--- src/rtl/urx_pkg.sv ---
// Shared definitions for the UART RX command path: FSM state encodings,
// error codes and the default frame header.
package urx_pkg;

  typedef enum logic [2:0] {
    S_IDLE = 3'd0,
    S_OP   = 3'd1,
    S_ADDR = 3'd2,
    S_DHI  = 3'd3,
    S_DLO  = 3'd4,
    S_SUM  = 3'd5
  } urx_state_e;

  typedef enum logic [1:0] {
    ERR_NONE = 2'd0,
    ERR_SUM  = 2'd1,
    ERR_TMO  = 2'd2,
    ERR_OVR  = 2'd3
  } urx_err_e;

  localparam logic [7:0] URX_HEAD  = 8'hAA;
  localparam int         URX_TMO_W = 12;

endpackage

--- src/rtl/urx_tmo_cnt.sv ---
// Inter-byte timeout counter: counts tick pulses while enabled, clears on clr,
// and flags the terminal count once LIMIT ticks have elapsed.
module urx_tmo_cnt #(
  parameter int W     = 12,
  parameter int LIMIT = 2000
) (
  input  logic clk,
  input  logic rst,
  input  logic clr,
  input  logic en,
  input  logic tick,
  output logic tc
);

  logic [W-1:0] cnt_q, cnt_d;

  assign tc = (cnt_q == W'(LIMIT));

  // Parks at the terminal count so it can never wrap back below it.
  always_comb begin
    cnt_d = cnt_q;
    if (clr) begin
      cnt_d = '0;
    end else if (en && tick && !tc) begin
      cnt_d = cnt_q + W'(1);
    end
  end

  always_ff @(posedge clk) begin
    if (rst) begin
      cnt_q <= '0;
    end else begin
      cnt_q <= cnt_d;
    end
  end

endmodule

--- src/rtl/urx_cmd_ctrl.sv ---
// UART RX command-frame controller: collects HEAD/OP/ADDR/DHI/DLO/SUM frames,
// checks the checksum and inter-byte timeout, and hands good commands downstream.
module urx_cmd_ctrl
  import urx_pkg::*;
#(
  parameter logic [7:0] HEAD       = URX_HEAD,
  parameter int         TIMEOUT_US = 2000
) (
  input  logic        clk_sys,
  input  logic        rst,
  input  logic        pluse_us,
  input  logic [7:0]  rx_data,
  input  logic        rx_vld,
  output logic [7:0]  cmd_op,
  output logic [7:0]  cmd_addr,
  output logic [15:0] cmd_data,
  output logic        cmd_vld,
  input  logic        cmd_rdy,
  output logic        err_vld,
  output logic [1:0]  err_code,
  output logic [7:0]  err_cnt,
  output logic        busy
);

  urx_state_e  state_q, state_d;
  logic [7:0]  op_q, op_d, addr_q, addr_d, dhi_q, dhi_d, dlo_q, dlo_d;
  logic [7:0]  sum_q, sum_d;
  logic [7:0]  cmd_op_q, cmd_op_d, cmd_addr_q, cmd_addr_d;
  logic [15:0] cmd_data_q, cmd_data_d;
  logic        cmd_vld_q, cmd_vld_d;
  logic        err_vld_q, err_vld_d;
  urx_err_e    err_code_q, err_code_d, err_sel;
  logic [7:0]  err_cnt_q, err_cnt_d;
  logic        err_hit;
  logic        tmo_tc, tmo_en, tmo_clr, tmo_hit;
  logic        frame_done, frame_good;

  // A byte arriving on the terminal-count cycle wins over the timeout.
  assign tmo_en     = (state_q != S_IDLE);
  assign tmo_hit    = tmo_en && tmo_tc && !rx_vld;
  assign tmo_clr    = rx_vld || (state_d == S_IDLE);
  assign frame_done = rx_vld && (state_q == S_SUM);
  assign frame_good = frame_done && (rx_data == sum_q);

  urx_tmo_cnt #(
    .W     (URX_TMO_W),
    .LIMIT (TIMEOUT_US)
  ) u_tmo_cnt (
    .clk  (clk_sys),
    .rst  (rst),
    .clr  (tmo_clr),
    .en   (tmo_en),
    .tick (pluse_us),
    .tc   (tmo_tc)
  );

  always_ff @(posedge clk_sys) begin
    if (rst) begin
      state_q <= S_IDLE;
    end else begin
      state_q <= state_d;
    end
  end

  always_comb begin
    state_d = state_q;
    if (rx_vld) begin
      case (state_q)
        S_IDLE:  if (rx_data == HEAD) state_d = S_OP;
        S_OP:    state_d = S_ADDR;
        S_ADDR:  state_d = S_DHI;
        S_DHI:   state_d = S_DLO;
        S_DLO:   state_d = S_SUM;
        default: state_d = S_IDLE;
      endcase
    end else if (tmo_hit) begin
      state_d = S_IDLE;
    end
  end

  always_comb begin
    op_d       = op_q;
    addr_d     = addr_q;
    dhi_d      = dhi_q;
    dlo_d      = dlo_q;
    sum_d      = sum_q;
    cmd_op_d   = cmd_op_q;
    cmd_addr_d = cmd_addr_q;
    cmd_data_d = cmd_data_q;
    cmd_vld_d  = cmd_vld_q;
    err_code_d = err_code_q;
    err_cnt_d  = err_cnt_q;
    err_hit    = 1'b0;
    err_sel    = ERR_NONE;

    if (rx_vld) begin
      case (state_q)
        S_IDLE:  if (rx_data == HEAD) sum_d = '0;
        S_OP:    begin op_d   = rx_data; sum_d = sum_q + rx_data; end
        S_ADDR:  begin addr_d = rx_data; sum_d = sum_q + rx_data; end
        S_DHI:   begin dhi_d  = rx_data; sum_d = sum_q + rx_data; end
        S_DLO:   begin dlo_d  = rx_data; sum_d = sum_q + rx_data; end
        default: ;
      endcase
    end

    if (cmd_vld_q && cmd_rdy) begin
      cmd_vld_d = 1'b0;
    end

    // A good frame only loads if the slot is free or being emptied this cycle.
    if (frame_good) begin
      if (!cmd_vld_q || cmd_rdy) begin
        cmd_op_d   = op_q;
        cmd_addr_d = addr_q;
        cmd_data_d = {dhi_q, dlo_q};
        cmd_vld_d  = 1'b1;
      end else begin
        err_hit = 1'b1;
        err_sel = ERR_OVR;
      end
    end else if (frame_done) begin
      err_hit = 1'b1;
      err_sel = ERR_SUM;
    end else if (tmo_hit) begin
      err_hit = 1'b1;
      err_sel = ERR_TMO;
    end

    err_vld_d = err_hit;
    if (err_hit) begin
      err_code_d = err_sel;
      if (err_cnt_q != 8'hFF) err_cnt_d = err_cnt_q + 8'd1;
    end
  end

  always_ff @(posedge clk_sys) begin
    if (rst) begin
      op_q       <= '0;
      addr_q     <= '0;
      dhi_q      <= '0;
      dlo_q      <= '0;
      sum_q      <= '0;
      cmd_op_q   <= '0;
      cmd_addr_q <= '0;
      cmd_data_q <= '0;
      cmd_vld_q  <= 1'b0;
      err_vld_q  <= 1'b0;
      err_code_q <= ERR_NONE;
      err_cnt_q  <= '0;
    end else begin
      op_q       <= op_d;
      addr_q     <= addr_d;
      dhi_q      <= dhi_d;
      dlo_q      <= dlo_d;
      sum_q      <= sum_d;
      cmd_op_q   <= cmd_op_d;
      cmd_addr_q <= cmd_addr_d;
      cmd_data_q <= cmd_data_d;
      cmd_vld_q  <= cmd_vld_d;
      err_vld_q  <= err_vld_d;
      err_code_q <= err_code_d;
      err_cnt_q  <= err_cnt_d;
    end
  end

  assign cmd_op   = cmd_op_q;
  assign cmd_addr = cmd_addr_q;
  assign cmd_data = cmd_data_q;
  assign cmd_vld  = cmd_vld_q;
  assign err_vld  = err_vld_q;
  assign err_code = err_code_q;
  assign err_cnt  = err_cnt_q;
  assign busy     = (state_q != S_IDLE);

endmodule
--- config.mk ---
export PLATFORM = sky130hd
export DESIGN_NAME = urx_cmd_ctrl
export DESIGN_NICKNAME = d
export VERILOG_FILES = /design/src/rtl/urx_pkg.sv /design/src/rtl/urx_tmo_cnt.sv /design/src/rtl/urx_cmd_ctrl.sv
export SDC_FILE = /design/constraint.sdc
export NUM_CORES = 1
export LEC_CHECK = 0
export CORE_MARGIN = 3
export CORE_UTILIZATION = 55
export DETAILED_ROUTE_END_ITERATION = 6
export PLACE_DENSITY = 0.86
export SLEW_MARGIN = 20
export SYNTH_ARGS = -nofsm -noshare
export SYNTH_HDL_FRONTEND = slang
export SYNTH_SLANG_ARGS = --single-unit
--- constraint.sdc ---
create_clock -name clk_sys -period 2.9 [get_ports clk_sys]
set_input_delay 0.58 -clock clk_sys [delete_from_list [all_inputs] [get_ports clk_sys]]
set_output_delay 0.58 -clock clk_sys [all_outputs]
set_load 0.005 [all_outputs]
After elaboration in Yosys (flattened, before gate mapping)
Index checks and enable logic that the tools add are counted.
{ "classes": {"mux": 17, "n_reduce_logical": 25, "add_sub_neg": 3, "n_eq_ne": 10} }
{ "op_table": {"columns": ["op", "count"], "rows": [
  ["$pmux W8 S2", 1],
  ["$pmux W3 S5", 1],
  ["$add A12 B1 Y12 const B", 1],
  ["$eq A12 B11 Y1 const B", 1],
  ["$reduce_and A2 Y1", 6],
  ["$mux W3", 3],
  ["$add A8 B1 Y8 const B", 1],
  ["$add A8 B8 Y8", 1],
  ["$eq A8 B8 Y1", 1],
  ["$eq A8 B8 Y1 const B", 1],
  ["$mux W2", 4],
  ["$mux W8", 1],
  ["$ne A8 B8 Y1 const B", 1],
  ["$logic_and A1 B1 Y1", 7],
  ["$mux W1", 7],
  ["$eq A3 B2 Y1 const B", 2],
  ["$eq A3 B3 Y1 const B", 2],
  ["$logic_not A3 Y1", 2],
  ["$reduce_or A4 Y1", 1],
  ["$eq A3 B1 Y1 const B", 1],
  ["$logic_not A1 Y1", 3],
  ["$reduce_and A3 Y1", 1],
  ["$reduce_bool A3 Y1", 1],
  ["$logic_or A1 B1 Y1", 2],
  ["other kinds (3)", 3]
]} }
{ "totals": {"out_inout_bits": 45, "register_bits": 99, "elab_cells": 69} }

Logic depth before layout (Yosys ltp)
Gate-level depths: netlist of the first run.
{ "depth": {"word_depth": 8, "ltp_mapped": 8, "ltp_nobuf": 7} }

Cells and area by module
Synthesis of the first run repeated with hierarchy kept, for this count alone.
{ "unflattened": {"cells_unflattened": 494, "area_unflattened_um2": 4235.3} }
{ "by_module_without_submodules": {"columns": ["module", "area_per_inst_um2", "n_inst", "cells_per_inst"], "rows": [
  ["urx_cmd_ctrl", 3656.0, 1, 432],
  ["urx_tmo_cnt", 579.3, 1, 62]
]} }

Least setup slack after synthesis of the first run
OpenSTA, ideal clock, no wires.
{ "synth_path": {"path_type": "input-to-reg", "start": "in rx_data[5]", "end": "reg err_cnt_q[6] (netlist: err_cnt[6])", "required_ps": 2784, "setup_ps": 116, "arrival_ps": 2202, "path_slack_ps": 582, "stages": 7, "n_path_buf": 1, "path_cell_list": "ha_1 -> nor4_1 -> a41o_1 -> o21a_1 -> clkbuf_1 -> nor2_1 -> o211a_1"} }
{ "synth_between": {"elab_chain_len": 4} }
{ "synth_rtl": {"columns": ["item", "line_no", "source"], "rows": [
  ["start, declared", "urx_cmd_ctrl.sv:12", "input logic [7:0] rx_data,"],
  ["$eq A8 B8 Y1", "urx_cmd_ctrl.sv:43", "assign frame_good = frame_done && (rx_data == sum_q);"],
  ["$logic_and A1 B1 Y1", "urx_cmd_ctrl.sv:43", null],
  ["$mux W1", "urx_cmd_ctrl.sv:112", "if (frame_good) begin"],
  ["$reduce_and A2 Y1 (no source line)", null, null],
  ["end signal, assigned", "urx_cmd_ctrl.sv:163", "err_cnt_q <= err_cnt_d;"],
  ["end, declared", "urx_cmd_ctrl.sv:33", "logic [7:0] err_cnt_q, err_cnt_d;"]
]} }
No other way between the ends.
A chain may end at the register's enable or synchronous reset.

Final worst setup path of the first run
{ "layout_path": {"start": "in rx_data[6]", "end": "reg err_cnt_q[3] (netlist: err_cnt[3])"} }
Same word-level chain as after synthesis.

==> results of run 1 <==
==> layout make-up <==
class	instances	area, sq um
fillers	588	2170
flip-flops and latches	99	1980
clock inverters	6	47.5
multi-input cells	373	2150
repair buffers	82	766
clock buffers	10	138
well taps	99	124
inverters	9	33.8
==> logic make-up after synthesis <==
family | count (synthesis) | share of synthesized area
buf+inv | 39 | 0.0393
mux | 10 | 0.0233
fa+ha+maj | 11 | 0.0338
xor+xnor | 15 | 0.0306
compound gates | 109 | 0.152
flops | 99 | 0.462
simple gates | 228 | 0.260
==> worst paths after layout <==
path | start | end | slack (ns) | cells past startpoint
setup / recovery | rx_data[6] | err_cnt[3]$_SDFFE_PP0P_ | 0.37 | 8
hold / removal | addr_q[2]$_SDFFE_PP0P_ | cmd_addr[2]$_SDFFE_PP0P_ | 0.46 | 2
setup reg to reg | u_tmo_cnt.cnt_q[0]$_SDFFE_PP0P_ | u_tmo_cnt.cnt_q[0]$_SDFFE_PP0P_ | 0.65 | 7
hold reg to reg | addr_q[2]$_SDFFE_PP0P_ | cmd_addr[2]$_SDFFE_PP0P_ | 0.46 | 2
==> critical path: stages <==
cell and delay, ns:
clkdlybuf4s50_1 0.47, ha_1 0.35, nor4_1 0.38, a41o_1 0.25
o21a_1 0.34, buf_4 0.20, o311ai_0 0.13, o41ai_1 0.09
==> sequential cells by signal, indices dropped and copies added (netlist names), 2 cells and up <==
name and flops:
u_tmo_cnt.cnt_q 12, state_q 3, dhi_q 8, cmd_op 8, cmd_data 16, dlo_q 8
err_code 2, cmd_addr 8, sum_q 8, addr_q 8, err_cnt 8, op_q 8
==> power breakdown <==
group,switching (uW),internal (uW),total [uW]
combinational,58.0,38.6,96.5
clock,476,342,818
sequential,0.295,1360,1360
total,534,1740,2270
==> metal layers <==
layer | up-vias | GRT usage
met1 | 1784 | 0.290
met5 | - | 0
met2 | 113 | 0.379
met3 | 13 | 0.0390
met4 | 0 | 0.0734
li1 | 1884 | -
==> cell usage in the layout, fill, tap and decap left out, types with 2 or more instances in the layout <==
| cell | synthesis | routed |
|---|---|---|
| nand2_1 | 135 | 135 |
| dfxtp_1 | 99 | 99 |
| a21oi_1 | 75 | 75 |
| clkdlybuf4s50_1 | 0 | 56 |
| buf_4 | 1 | 24 |
| nor2_1 | 20 | 20 |
| nand3_1 | 16 | 16 |
| mux2i_1 | 10 | 10 |
| xor2_1 | 10 | 10 |
| nor2_2 | 10 | 10 |
| ha_1 | 10 | 10 |
| clkbuf_8 | 0 | 10 |
| inv_1 | 7 | 7 |
| o211ai_1 | 6 | 6 |
| xnor2_1 | 5 | 5 |
| nand4b_1 | 5 | 5 |
| o41ai_1 | 5 | 5 |
| nor3_1 | 4 | 4 |
| or3_1 | 4 | 4 |
| nand4_1 | 4 | 4 |
| or4_1 | 3 | 3 |
| or2_2 | 3 | 3 |
| o21ai_0 | 3 | 3 |
| o211a_1 | 3 | 3 |
| clkinvlp_4 | 0 | 3 |
| nand2b_1 | 2 | 2 |
| o31ai_1 | 2 | 2 |
| o311ai_0 | 2 | 2 |
| nor4bb_1 | 2 | 2 |
| a311oi_1 | 2 | 2 |
| or3b_1 | 2 | 2 |
| a211o_1 | 2 | 2 |
| or4b_2 | 2 | 2 |
| a21o_1 | 2 | 2 |
| o21bai_1 | 2 | 2 |
==> through the flow <==
step	setup WS [ns]	cells	cell area (sq um)
floorplan	0.582	511	4290
global route	0.221	678	5240
detailed placement	-0.00297	662	5050
finish	0.371	678	5240
global placement	0.100	662	5050
CTS	0.383	678	5240
==> flow_summary.ini, run 1 <==
[timing]
setup_tns_ns = 0
max-slew-margin-rel = 0.601
period_share = 0.872
maxSlewViolCount = 0
worst_pin_slew_ns = 0.597
fmax_mhz = 395
rsz0062_at_grt = false
period_minus_slack_ns = 2.53
finalSetupViolations = 0
skew_ns = 0.00686
hold_violations = 0
hold-worst-slack_ns = 0.455

[min_path]
hold_class = register to register

[synth]
ys_top_cells_by_area = dfxtp_1 46%, nand2_1 12%, a21oi_1 8.7%, ha_1 2.9%, mux2i_1 2.3%
synth-edff-count = 0
ys_seq_area_frac = 0.462
synth_common_cells = 135 x nand2_1, 99 x dfxtp_1, 75 x a21oi_1
yosysTopAreaCell = dfxtp_1
syn-num-nets = 535
async_reset_ff_frac = 0
ys_dominant_reg_cell = dfxtp_1
ys_warn_count = 0
netlist_instances = 511
yosysTopAreaCellShare = 0.462
mappedNetlistArea_sq_um = 4290
ys_types = 59
syn_avg_cell_area_sq_um = 8.40
synth_most_common_cell = nand2_1
synth_seq_cells = 99

[routing]
vias = 3794
wl_met1_mm = 4.21
dr.first_iter.drc_count = 218
first_pass_iters = 4
via_per_inst = 5.60
drc_errors = 0
wl_met2_mm = 4.69
drt-wirelength-per-cell_um = 14.0
route.met3.wl_um = 480
ant_nets = 0
routed_wl_mm = 9.52
topRoutingLayerUsed = met4

[floorplan]
ios = 58
dieArea_sq_um = 8900
die_w_um = 94.4
core_area_sq_um = 7410
die_h_um = 94.4
start_util = 0.580
core.rowCount = 31

[place]
hpwl_mm = 6.87
gp_congestion = 0.904
io_buffers = 57

[clock_tree]
h-tree-depth = 3
cts_tree = built
ctsHoldBuffers = 0
clk_pin_slew_worst_paths_ns = 0.09
clk_latency_ns = 0.36
root_buffer = clkbuf_8
cts_inserted_buffers = 9
post_cts_buffers = 0
postCtsResizedCells = 0
clock_tree.buffer_depth = 2
clock-sinks = 99

[finish]
final_util = 0.707
drive_above_1_share = 0.112
fin_nets = 598
synthToLayoutAreaGrowth_pct = 21.9
diodes = 0

[run_status]
status = finished, final reports clean

[setup_path]
crit_path_end_kind = register
critPathRequiredTime_ns = 3.16
critical_path_arrival_ns = 2.79
worstSetupPathType = primary input to register
cp_max_fo = 12
startpoint_type = primary input

[grt]
antenna_found_initial = 0
grt_pass1_vias = 3454
grt_pass1_wl_mm = 15.9
grt_max_degree = 46
grt.overflow.total = 0
grtUsageTotal = 0.224

[pwr]
power_density_nw_per_um2 = 434
p_leak_uw = 0.00175
p_total_uw = 2270
irDropWorstVdd_uv = 227

[flow_run]
maxCapViolCount = 0
No activity file was read; power rests on OpenSTA's default activity.
==> run 2: changes to the inputs <==
Settings changed: PLACE_DENSITY 0.86 to 0.8, RECOVER_POWER set to 100.
==> run 2 against run 1 <==
  * Count of clock-buffer cells in the layout rose by 1
  * Critical path type unchanged
  * Critical endpoint is now u_tmo_cnt.cnt_q[2]$_SDFFE_PP0P_
  * Sequential power barely moved
  * Core utilization rose by 0.12 points
  * Largest power group unchanged
  * Clock skew rose by 0.0061 ns
==> flow_summary.ini, run 2 (synthesized netlist as in run 1, its figures left out) <==
[clock_tree]
h-tree-depth = 3
cts_inserted_buffers = 9
clk_latency_ns = 0.37
clk_pin_slew_worst_paths_ns = 0.09
post_cts_buffers = 0
cts_tree = built
clock-sinks = 99
ctsHoldBuffers = 0
clock_tree.buffer_depth = 2
root_buffer = clkbuf_8
postCtsResizedCells = 0

[timing]
worst_pin_slew_ns = 0.599
finalSetupViolations = 0
maxSlewViolCount = 0
max-slew-margin-rel = 0.599
skew_ns = 0.0129
fmax_mhz = 378
period_share = 0.912
rsz0062_at_grt = false
setup_tns_ns = 0
period_minus_slack_ns = 2.65
setup_ws_ns = 0.255
hold_violations = 0

[setup_path]
path_buf_inv = 2
critical_path.slowest_cell = dlygate4sd3_1
r2r-start = u_tmo_cnt.cnt_q[0]$_SDFFE_PP0P_
cp_max_fo = 12
worstSetupPathType = primary input to register
critPathRequiredTime_ns = 3.19
cp.depth = 6
timing.rr.end = err_cnt[6]$_SDFFE_PP0P_
path_cells = dlygate4sd3_1, nor4bb_1, clkbuf_1, a311oi_1, a211o_1, nor2_2
ff2ff_setup_slack_ns = 0.53
cp_top_family = buffers and inverters
startpoint_type = primary input
critical_path_arrival_ns = 2.94
max_stage_delay_ns = 0.74
r2r_cells = 7
crit_path_end_kind = register

[routing]
routed_wl_mm = 10.1
drc_errors = 0
vias = 3809
dr.first_iter.drc_count = 217
via_per_inst = 5.59
drt-wirelength-per-cell_um = 14.9
ant_nets = 0
first_pass_iters = 5

[floorplan]
die_h_um = 94.4
start_util = 0.580
dieArea_sq_um = 8900
core.rowCount = 31
die_w_um = 94.4
core_area_sq_um = 7410
ios = 58

[grt]
grtUsageTotal = 0.244
antenna_found_initial = 0
grt_max_degree = 53
grt.overflow.total = 0
grt_pass1_vias = 3646
grt_pass1_wl_mm = 17.2

[min_path]
hold_class = register to register
min_to = cmd_data[8]$_SDFFE_PP0P_
min_from = dhi_q[0]$_SDFFE_PP0P_
hold_depth = 2

[flow_run]
maxCapViolCount = 0

[finish]
fin_area_sq_um = 5250
largest_reg_flops = 16
final_common_cell = nand2_1
diodes = 0
final_util = 0.708
final_cell_mix = 135 x nand2_1, 99 x dfxtp_1, 75 x a21oi_1
fillers = 604
fin_nets = 601
drive_above_1_share = 0.0979
final_cells = 681
synthToLayoutAreaGrowth_pct = 22.1
register_area_sq_um = 1980
multi_input_area_sq_um = 2130

[pwr]
p_sw_frac = 0.231
power_density_nw_per_um2 = 455
irDropWorstVdd_uv = 298
power_frac_comb = 0.042
power.clock.fraction = 0.389
p_int_uw = 1840
power_frac_seq = 0.569
switching_power_uw = 551
p_leak_uw = 0.00191

[run_status]
status = finished, final reports clean

[place]
placedCellCount = 665
pre_cts_ws_ns = -0.0376
hpwl_mm = 7.27
place_area_sq_um = 5090
gp_congestion = 0.836
io_buffers = 57
## run 2: changes by cell type in the layout (fill, tap and decap cells not counted), sizes merged
cell	before	now
clkinvlp	3	0
clkdlybuf4s50	56	11
buf	26	23
clkbuf	10	17
bufinv	0	1
dlygate4sd3	0	45
inv	10	11
## run 2: power groups by stage
stage                     registers [uW]  logic, uW  clock network, uW
after global placement              1390       97.3                  0
final                               1360       99.1                929
after detailed placement            1390       97.9                  0
after global routing                1360        107                997
after CTS                           1360       98.5                943
after floorplan                     1390       43.7                  0
## run 2: metrics by stage
stage	total power [uW]	hold slack [ns]
6_report	2390	0.449
5_1_grt	2460	0.472
4_1_cts	2400	0.450
3_5_place_dp	1490	0.446
3_3_place_gp	1490	0.441
2_1_floorplan	1430	0.431
## run 2: worst min-delay path, stage by stage (launching register included)
cell and delay, ns:
dfxtp_1 0.32, nand2_1 0.05, a21oi_1 0.05
## run 2: how the worst max path moves through the flow
stage	from	to
final	rx_vld	u_tmo_cnt.cnt_q[2]$_SDFFE_PP0P_
after global routing	rx_data[1]	err_cnt[5]$_SDFFE_PP0P_
after CTS	rx_data[1]	err_cnt[5]$_SDFFE_PP0P_
after detailed placement	rx_data[1]	err_cnt[6]$_SDFFE_PP0P_
after global placement	rx_data[1]	err_cnt[6]$_SDFFE_PP0P_
after floorplan	rx_data[5]	err_cnt[6]$_SDFFE_PP0P_
## run 2: final cells by class
class	instances	area share
clock buffer	11	0.0270
clock inverter	5	0.0129
inverter	9	0.00644
multi-input combinational	373	0.407
sequential	99	0.378
tap	99	0.0236
timing repair buffer	85	0.146
## run 2: per-layer routing
metal / vias up / wire length (um) / global-route usage
li1: 1892 / - / -
met1: 1798 / 4350 / 0.302
met2: 101 / 5120 / 0.430
met3: 18 / 497 / 0.0414
met4: 0 / 184 / 0.0794
met5: - / 0 / 0
